===== config.mk =====
export PLATFORM = sky130hd
export DESIGN_NAME = io_mem_arbiter
export DESIGN_NICKNAME = d
export VERILOG_FILES = /design/src/rtl/io_mem_arbiter_pkg.sv /design/src/rtl/io_mem_arbiter_picker.sv /design/src/rtl/io_mem_arbiter.sv
export SDC_FILE = /design/constraint.sdc
export NUM_CORES = 1
export LEC_CHECK = 0
export ABC_AREA = 0
export BUFFER_PORTS_ARGS = -buffer_cell sky130_fd_sc_hd__buf_2
export CAP_MARGIN = 20
export CORE_AREA = 10 10 234 147
export CTS_CLUSTER_DIAMETER = 50
export DETAILED_ROUTE_END_ITERATION = 6
export DIE_AREA = 0 0 244 157
export GPL_TIMING_DRIVEN = 0
export PLACE_DENSITY = 0.76
export SLEW_MARGIN = 40
export SYNTH_ARGS = -nofsm -noshare
export SYNTH_HDL_FRONTEND = slang
export SYNTH_HIERARCHICAL = 1
export SYNTH_SLANG_ARGS = --single-unit

===== constraint.sdc =====
create_clock -name clk -period 4.6 [get_ports clk]
set_clock_uncertainty 0.05 [all_clocks]
set_input_delay 0.92 -clock clk [delete_from_list [all_inputs] [get_ports clk]]
set_output_delay 0.92 -clock clk [all_outputs]
set_load 0.05 [all_outputs]

===== src/rtl/io_mem_arbiter_pkg.sv =====
// -----------------------------------------------------------------------------
// Package gc: global constants shared by the URISC peripheral/memory blocks.
//
// Contents used by the IO memory arbiter:
//   WORD_SIZE        data/address width of the memory port
//   IO_COUNT         number of peripheral requesters sharing the port
//   VGA_I / PS2_I    requester indices
//   IO_IN / IO_OUT   transfer direction relative to memory
//                    (IO_IN = write into memory, IO_OUT = read from memory)
//   VGA_MEM_OFFSET   physical base added to VGA virtual addresses
//   KEYBOARD_ADD     physical base added to PS2 virtual addresses
//   IO_ARB_TIMEOUT   default ack timeout (IO_ARB_TIMEOUT_EN builds only)
//   IO_ARB_STATE     arbiter FSM state type
//   io_phys_addr()   virtual-to-physical translation, modulo 2^WORD_SIZE
// -----------------------------------------------------------------------------
package gc;

    localparam int WORD_SIZE = 64;
    localparam int IO_COUNT  = 2;

    localparam int VGA_I = 0;
    localparam int PS2_I = 1;

    localparam logic IO_IN  = 1'b1;
    localparam logic IO_OUT = 1'b0;

    localparam logic [WORD_SIZE-1:0] VGA_MEM_OFFSET = 64'h0000_0000_0000_0081;
    localparam logic [WORD_SIZE-1:0] KEYBOARD_ADD   = 64'h0000_0000_0000_0000;

    localparam int IO_ARB_TIMEOUT = 16;

    localparam int IO_IDX_W = (IO_COUNT > 1) ? $clog2(IO_COUNT) : 1;
    typedef logic [IO_IDX_W-1:0] io_idx_t;

    typedef enum logic [1:0] {
        IDLE,
        ISSUE,
        WAIT,
        DONE
    } IO_ARB_STATE;

    // Carry out of the top bit is discarded, so addresses near the top of the
    // range wrap around.
    function automatic logic [WORD_SIZE-1:0] io_phys_addr(
        input io_idx_t                idx,
        input logic [WORD_SIZE-1:0]   vaddr
    );
        if (idx == io_idx_t'(VGA_I))
            return vaddr + VGA_MEM_OFFSET;
        return vaddr + KEYBOARD_ADD;
    endfunction

endpackage


===== src/rtl/io_mem_arbiter_picker.sv =====
// -----------------------------------------------------------------------------
// io_rr_picker: combinational two-way round-robin select.
//
// Ports:
//   req         in   IO_COUNT   per-requester request
//   last_grant  in   io_idx_t   index served by the previous transaction
//   winner      out  io_idx_t   selected requester (meaningful when valid)
//   valid       out  1          at least one requester is asking
//
// A lone requester always wins; on a tie the requester that was not served
// last wins, so neither side can be granted twice in a row under contention.
// -----------------------------------------------------------------------------
module io_rr_picker
    import gc::*;
(
    input  logic [IO_COUNT-1:0] req,
    input  io_idx_t             last_grant,
    output io_idx_t             winner,
    output logic                valid
);

    // NOTE: every output of a combinational block gets a default before any
    // branch so no path leaves it unassigned (which would infer a latch).
    always_comb begin
        valid  = |req;
        winner = io_idx_t'(VGA_I);
        if (req[VGA_I] && req[PS2_I]) begin
            winner = (last_grant == io_idx_t'(VGA_I)) ? io_idx_t'(PS2_I)
                                                      : io_idx_t'(VGA_I);
        end else if (req[PS2_I]) begin
            winner = io_idx_t'(PS2_I);
        end
    end

endmodule


===== src/rtl/io_mem_arbiter.sv =====
// -----------------------------------------------------------------------------
// io_mem_arbiter: shares the single data-memory port between the VGA and PS2
// peripheral controllers, one transaction at a time, granting round-robin.
//
// Parameters:
//   TIMEOUT     cycles to wait in WAIT for mem_ack before aborting
//               (only used when the macro IO_ARB_TIMEOUT_EN is defined)
//
// Optional build macro:
//   IO_ARB_TIMEOUT_EN  adds a WAIT-cycle counter; on expiry the transaction is
//                      aborted with an io_err pulse instead of io_done.
//                      Without it io_err is tied 0 and WAIT waits forever.
//
// Ports:
//   clk        in   1                    system clock
//   reset      in   1                    synchronous, active-high reset
//   io_req     in   IO_COUNT             request, held until io_done
//   io_dir     in   IO_COUNT             IO_IN = write memory, IO_OUT = read
//   io_addr    in   IO_COUNT*WORD_SIZE   virtual address, slice i = requester i
//   io_wdata   in   IO_COUNT*WORD_SIZE   write data, slice i = requester i
//   io_done    out  IO_COUNT             one-cycle completion pulse
//   io_err     out  IO_COUNT             one-cycle abort pulse
//   io_rdata   out  WORD_SIZE            read data, valid while io_done is high
//   mem_req    out  1                    memory request
//   mem_we     out  1                    1 = write
//   mem_addr   out  WORD_SIZE            physical address
//   mem_wdata  out  WORD_SIZE            write data
//   mem_ack    in   1                    memory completion
//   mem_rdata  in   WORD_SIZE            read data, valid with mem_ack
//
// Sequence: IDLE (pick + latch) -> ISSUE (mem_req up) -> WAIT (until ack)
//           -> DONE (io_done pulse) -> IDLE. Best case is 3 cycles req->done.
// -----------------------------------------------------------------------------
module io_mem_arbiter
    import gc::*;
#(
    parameter int TIMEOUT = IO_ARB_TIMEOUT
) (
    input  logic                          clk,
    input  logic                          reset,
    input  logic [IO_COUNT-1:0]           io_req,
    input  logic [IO_COUNT-1:0]           io_dir,
    input  logic [IO_COUNT*WORD_SIZE-1:0] io_addr,
    input  logic [IO_COUNT*WORD_SIZE-1:0] io_wdata,
    output logic [IO_COUNT-1:0]           io_done,
    output logic [IO_COUNT-1:0]           io_err,
    output logic [WORD_SIZE-1:0]          io_rdata,
    output logic                          mem_req,
    output logic                          mem_we,
    output logic [WORD_SIZE-1:0]          mem_addr,
    output logic [WORD_SIZE-1:0]          mem_wdata,
    input  logic                          mem_ack,
    input  logic [WORD_SIZE-1:0]          mem_rdata
);

    IO_ARB_STATE state, state_next;

    io_idx_t last_grant;
    io_idx_t winner;        // requester owning the current transaction
    io_idx_t pick_winner;
    logic    pick_valid;

    logic                 dir_q;
    // An ack that lands in ISSUE is remembered so WAIT can complete on it.
    logic                 ack_seen;
    logic [WORD_SIZE-1:0] ack_rdata;

    // Single-cycle strobes decoded from the FSM.
    logic latch_en;
    logic issue_ack;
    logic complete;
    logic abort;
    logic grant_done;

    io_rr_picker u_picker (
        .req        (io_req),
        .last_grant (last_grant),
        .winner     (pick_winner),
        .valid      (pick_valid)
    );

`ifdef IO_ARB_TIMEOUT_EN
    localparam int CNT_W = (TIMEOUT > 1) ? $clog2(TIMEOUT + 1) : 1;

    logic [CNT_W-1:0] wait_cnt;
    logic             timed_out;

    // True in the last permitted WAIT cycle; an ack in that cycle still wins.
    assign timed_out = (wait_cnt == CNT_W'(TIMEOUT - 1));
`endif

    // ------------------------------------------------------------------
    // FSM state register
    // ------------------------------------------------------------------
    // NOTE: clocked state is always updated with non-blocking assignments so
    // every register samples the pre-edge values of its sources.
    always_ff @(posedge clk) begin
        if (reset)
            state <= IDLE;
        else
            state <= state_next;
    end

    // ------------------------------------------------------------------
    // FSM next-state and strobe decode
    // ------------------------------------------------------------------
    always_comb begin
        state_next = state;
        latch_en   = 1'b0;
        issue_ack  = 1'b0;
        complete   = 1'b0;
        abort      = 1'b0;
        grant_done = 1'b0;
        case (state)
            IDLE: begin
                if (pick_valid) begin
                    latch_en   = 1'b1;
                    state_next = ISSUE;
                end
            end
            ISSUE: begin
                issue_ack  = mem_ack;
                state_next = WAIT;
            end
            WAIT: begin
                if (ack_seen || mem_ack) begin
                    complete   = 1'b1;
                    state_next = DONE;
                end
`ifdef IO_ARB_TIMEOUT_EN
                else if (timed_out) begin
                    abort      = 1'b1;
                    state_next = IDLE;
                end
`endif
            end
            DONE: begin
                grant_done = 1'b1;
                state_next = IDLE;
            end
            default: state_next = IDLE;
        endcase
    end

    // ------------------------------------------------------------------
    // Transaction datapath and registered outputs
    // ------------------------------------------------------------------
    always_ff @(posedge clk) begin
        if (reset) begin
            mem_req    <= 1'b0;
            mem_we     <= 1'b0;
            mem_addr   <= '0;
            mem_wdata  <= '0;
            io_done    <= '0;
            io_rdata   <= '0;
            last_grant <= io_idx_t'(PS2_I);
            winner     <= io_idx_t'(VGA_I);
            dir_q      <= IO_OUT;
            ack_seen   <= 1'b0;
            ack_rdata  <= '0;
        end else begin
            io_done <= '0;

            if (latch_en) begin
                winner    <= pick_winner;
                dir_q     <= io_dir[pick_winner];
                mem_we    <= (io_dir[pick_winner] == IO_IN);
                mem_addr  <= io_phys_addr(pick_winner,
                                 io_addr[pick_winner*WORD_SIZE +: WORD_SIZE]);
                mem_wdata <= io_wdata[pick_winner*WORD_SIZE +: WORD_SIZE];
                mem_req   <= 1'b1;
                ack_seen  <= 1'b0;
            end

            // Memory already answered: withdraw the request right away so it
            // is not mistaken for a second access while WAIT finishes up.
            if (issue_ack) begin
                ack_seen  <= 1'b1;
                ack_rdata <= mem_rdata;
                mem_req   <= 1'b0;
            end

            if (complete) begin
                mem_req <= 1'b0;
                if (dir_q == IO_OUT)
                    io_rdata <= ack_seen ? ack_rdata : mem_rdata;
                io_done[winner] <= 1'b1;
            end

            if (abort)
                mem_req <= 1'b0;

            if (grant_done || abort)
                last_grant <= winner;
        end
    end

`ifdef IO_ARB_TIMEOUT_EN
    always_ff @(posedge clk) begin
        if (reset) begin
            wait_cnt <= '0;
            io_err   <= '0;
        end else begin
            io_err <= '0;
            if (state == ISSUE)
                wait_cnt <= '0;
            else if (state == WAIT)
                wait_cnt <= wait_cnt + CNT_W'(1);
            if (abort)
                io_err[winner] <= 1'b1;
        end
    end
`else
    // Without the timeout option the parameter only documents the interface.
    logic [31:0] timeout_unused;
    assign timeout_unused = 32'(TIMEOUT);
    assign io_err         = '0;
`endif

endmodule


==> results.sh <==
export IMPL_whs_ns=0.404
export IMPL_die_w_microns=244
export IMPL_root_buffer="clkbuf_16"
export IMPL_holdPathStages=2
export IMPL_htreeDepth=1
export IMPL_yosysWarnings=6
export IMPL_rsz0062_at_grt="no"
export IMPL_firstDrtPassIters=6
export IMPL_core_region_area_sq_um=30400
export IMPL_insertion_delay_ns=0.55
export IMPL_layout_commonest_cell="buf_2"
export IMPL_worstSetupStartpoint="io_req[1]"
export IMPL_reg2reg_depth=17
export IMPL_final_util_pct=56.9
export IMPL_cts_path_max_buffers=3
export IMPL_hold_viol=0
export IMPL_ys_types=65
export IMPL_synth_edff_count=0
export IMPL_worst_ir_drop_vdd_v=0.000359
export IMPL_clkSinkCount=265
export IMPL_detail_route_antenna_nets=0
export IMPL_synth_async_reset_ratio_pct=0
export IMPL_hold_class="flop to flop"
export IMPL_yosysSeqAreaShare_pct=40.6
export IMPL_required_ns=5.00
export IMPL_criticalPathCategory="input port to flop"
export IMPL_ioPinCount=525
export IMPL_place_congestion=1.01
export IMPL_slew_viol_final=0
export IMPL_dp_slack_ns=-1.70
export IMPL_grtUsageTotal_pct=30.2
export IMPL_layout_cells_non_filler=2528
export IMPL_cp_arrival_ns=4.94
export IMPL_start_util_pct=43.0
export IMPL_cap_violations=0
export IMPL_grt_pass1_wl_microns=89900
export IMPL_drcViolationCount=0
export IMPL_grt_overflow=0
export IMPL_critPathCaptureType="flop"
export IMPL_clock_fmax_mhz=220
export IMPL_post_dp_hpwl_microns=50100
export IMPL_start_kind="input port"
export IMPL_setup_ws_ns=0.0597
export IMPL_rows=50
export IMPL_syn_to_final_growth_pct=32.3
export IMPL_dp_cells=2470
export IMPL_path_clk_slew_ns=0.06
export IMPL_postCtsHoldBufs=0
export IMPL_synth_seq_cells=265
export IMPL_grt_pass1_vias=14200
export IMPL_slew_headroom_pct=40.1
export IMPL_p_per_area_nw_per_um2=575
export IMPL_cts_tree="done"
export IMPL_synthFlopType="dfxtp_1"
export IMPL_leakage_nw=7.23
export IMPL_tns_ns=0
export IMPL_wl_microns=61700
export IMPL_avgSynthCellArea_sq_um=8.55
export IMPL_fp_dieH_microns=157
export IMPL_critPathMaxFanout=19
export IMPL_tightest_slew_ns=0.896
export IMPL_port_buffers=521
export IMPL_fin_crit_ns=4.54
export IMPL_final_cell_mix="buf_2 (533), dfxtp_1 (265), nand2_1 (220), mux2i_1 (179), nor2_1 (162)"
export IMPL_period_share_pct=98.7
export IMPL_cts_buffers=29
export IMPL_netlist_area_sq_um=13100
export IMPL_finalSetupViolCount=0
export IMPL_vias=14400
export IMPL_vias_per_cell=5.71
export IMPL_drt_iter0_drc=1148
export IMPL_timing_rr_start="last_grant"
export IMPL_wl_per_cell_microns=24.4
export IMPL_synthCells=1529
export IMPL_status="finished, final reports clean"
export IMPL_grt_max_degree=20
export IMPL_min_from="ack_rdata[8]"
export IMPL_die_area_sq_um=38300
export IMPL_nets=2417
export IMPL_drive_gt1_share_pct=29.9
export IMPL_antenna_found_initial=9
-- final cells by class --
type,instances,area [sq um]
Tap cell,416,520
Timing Repair Buffer,526,2640
Antenna cell,8,20.0
Inverter,8,30.0
Fill cell,2802,13100
Sequential cell,265,5310
Clock buffer,38,790
Multi-Input combinational cell,1134,7290
Clock inverter,13,149
Buffer,120,556
-- cells in the mapped netlist, types with 3 or more instances --
cell type / count / area [sq um]
a211o_1: 3 / 26.3
a211oi_1: 132 / 991
a21oi_1: 91 / 455
a221o_1: 4 / 40.0
a221oi_1: 3 / 26.3
a222oi_1: 3 / 30.0
a22o_1: 12 / 105
a22oi_1: 10 / 75.1
a31o_2: 3 / 26.3
a31oi_1: 3 / 18.8
a32o_1: 6 / 60.1
a32oi_1: 3 / 26.3
and2_1: 4 / 25.0
and3_1: 4 / 25.0
buf_1: 12 / 45.0
buf_2: 21 / 105
buf_4: 3 / 22.5
clkbuf_1: 83 / 312
dfxtp_1: 265 / 5310
ha_1: 6 / 75.1
inv_1: 8 / 30.0
mux2_2: 16 / 180
mux2i_1: 179 / 1790
nand2_1: 220 / 826
nand2b_1: 3 / 18.8
nand3_1: 40 / 200
nand3b_1: 20 / 150
nand4_1: 30 / 188
nand4b_1: 14 / 123
nor2_1: 162 / 608
nor2b_1: 9 / 56.3
nor3_1: 17 / 85.1
nor3b_1: 3 / 22.5
nor4_1: 14 / 87.6
nor4_2: 3 / 37.5
o211ai_1: 5 / 37.5
o21ai_0: 45 / 225
o31ai_1: 5 / 37.5
or3_1: 4 / 25.0
xnor2_1: 13 / 114
xor2_1: 19 / 166
-- power breakdown --
part	leakage (nW)	internal (mW)	switching [mW]
sequential	2.17	2.84	0.303
clock	0.455	1.33	1.01
combinational	4.60	1.11	3.35
-- state kept, by name, summed over array words and instances (netlist names) --
register / flops
ack_seen: 1
state: 2
last_grant: 1
io_done: 2
mem_addr: 64
winner: 1
dir_q: 1
ack_rdata: 64
mem_wdata: 64
mem_req: 1
io_rdata: 64
-- kinds of logic after synthesis --
family	after synthesis	synth area share [%]
flops	265	40.6
compound gates	346	17.8
other cells	1	0.0287
fa+ha+maj	6	0.574
mux	195	15.1
xor+xnor	32	2.14
simple gates	553	19.4
buf+inv	131	4.33
-- stage by stage --
step | power, mW | area [sq um]
2_1_floorplan | 6.18 | 13100
3_3_place_gp | 7.53 | 16200
3_5_place_dp | 7.61 | 16200
4_1_cts | 9.95 | 17200
5_1_grt | 10.4 | 17300
6_report | 9.95 | 17300
-- worst max-delay path, stage by stage --
cell	delay (ns)
buf_2	0.09
a21boi_1	0.21
buf_6	0.18
clkbuf_4	0.27
clkbuf_4	0.29
buf_4	0.26
buf_4	0.28
buf_8	0.27
nand2_1	0.10
o21ai_0	0.09
ha_1	0.30
inv_1	0.11
a221oi_4	0.30
buf_4	0.19
o21ai_4	0.15
a2111oi_2	0.49
nand4_1	0.16
a32o_1	0.26
-- routing by layer --
layer,track usage [%],wire length (microns),vias to the layer above
li1,-,-,6654
met1,38.4,25800,6923
met2,49.1,28200,751
met3,7.84,5500,106
met4,10.5,2150,2
met5,0,12,-
-- timing repair --
item | 4_1_cts | 5_1_grt
pin swaps | 1 | 0
gates resized for setup | 15 | 5
buffers inserted | 0 | 2
endpoints found under the setup margin | 28 | 16
-- final timing paths --
kind,end,slack [ns]
setup / recovery,mem_addr[34],0.06
hold / removal,ack_rdata[8],0.40
hold reg to reg,ack_rdata[8],0.40
setup reg to reg,mem_addr[34],0.24
Note: power is estimated with default switching activity, not from simulation.
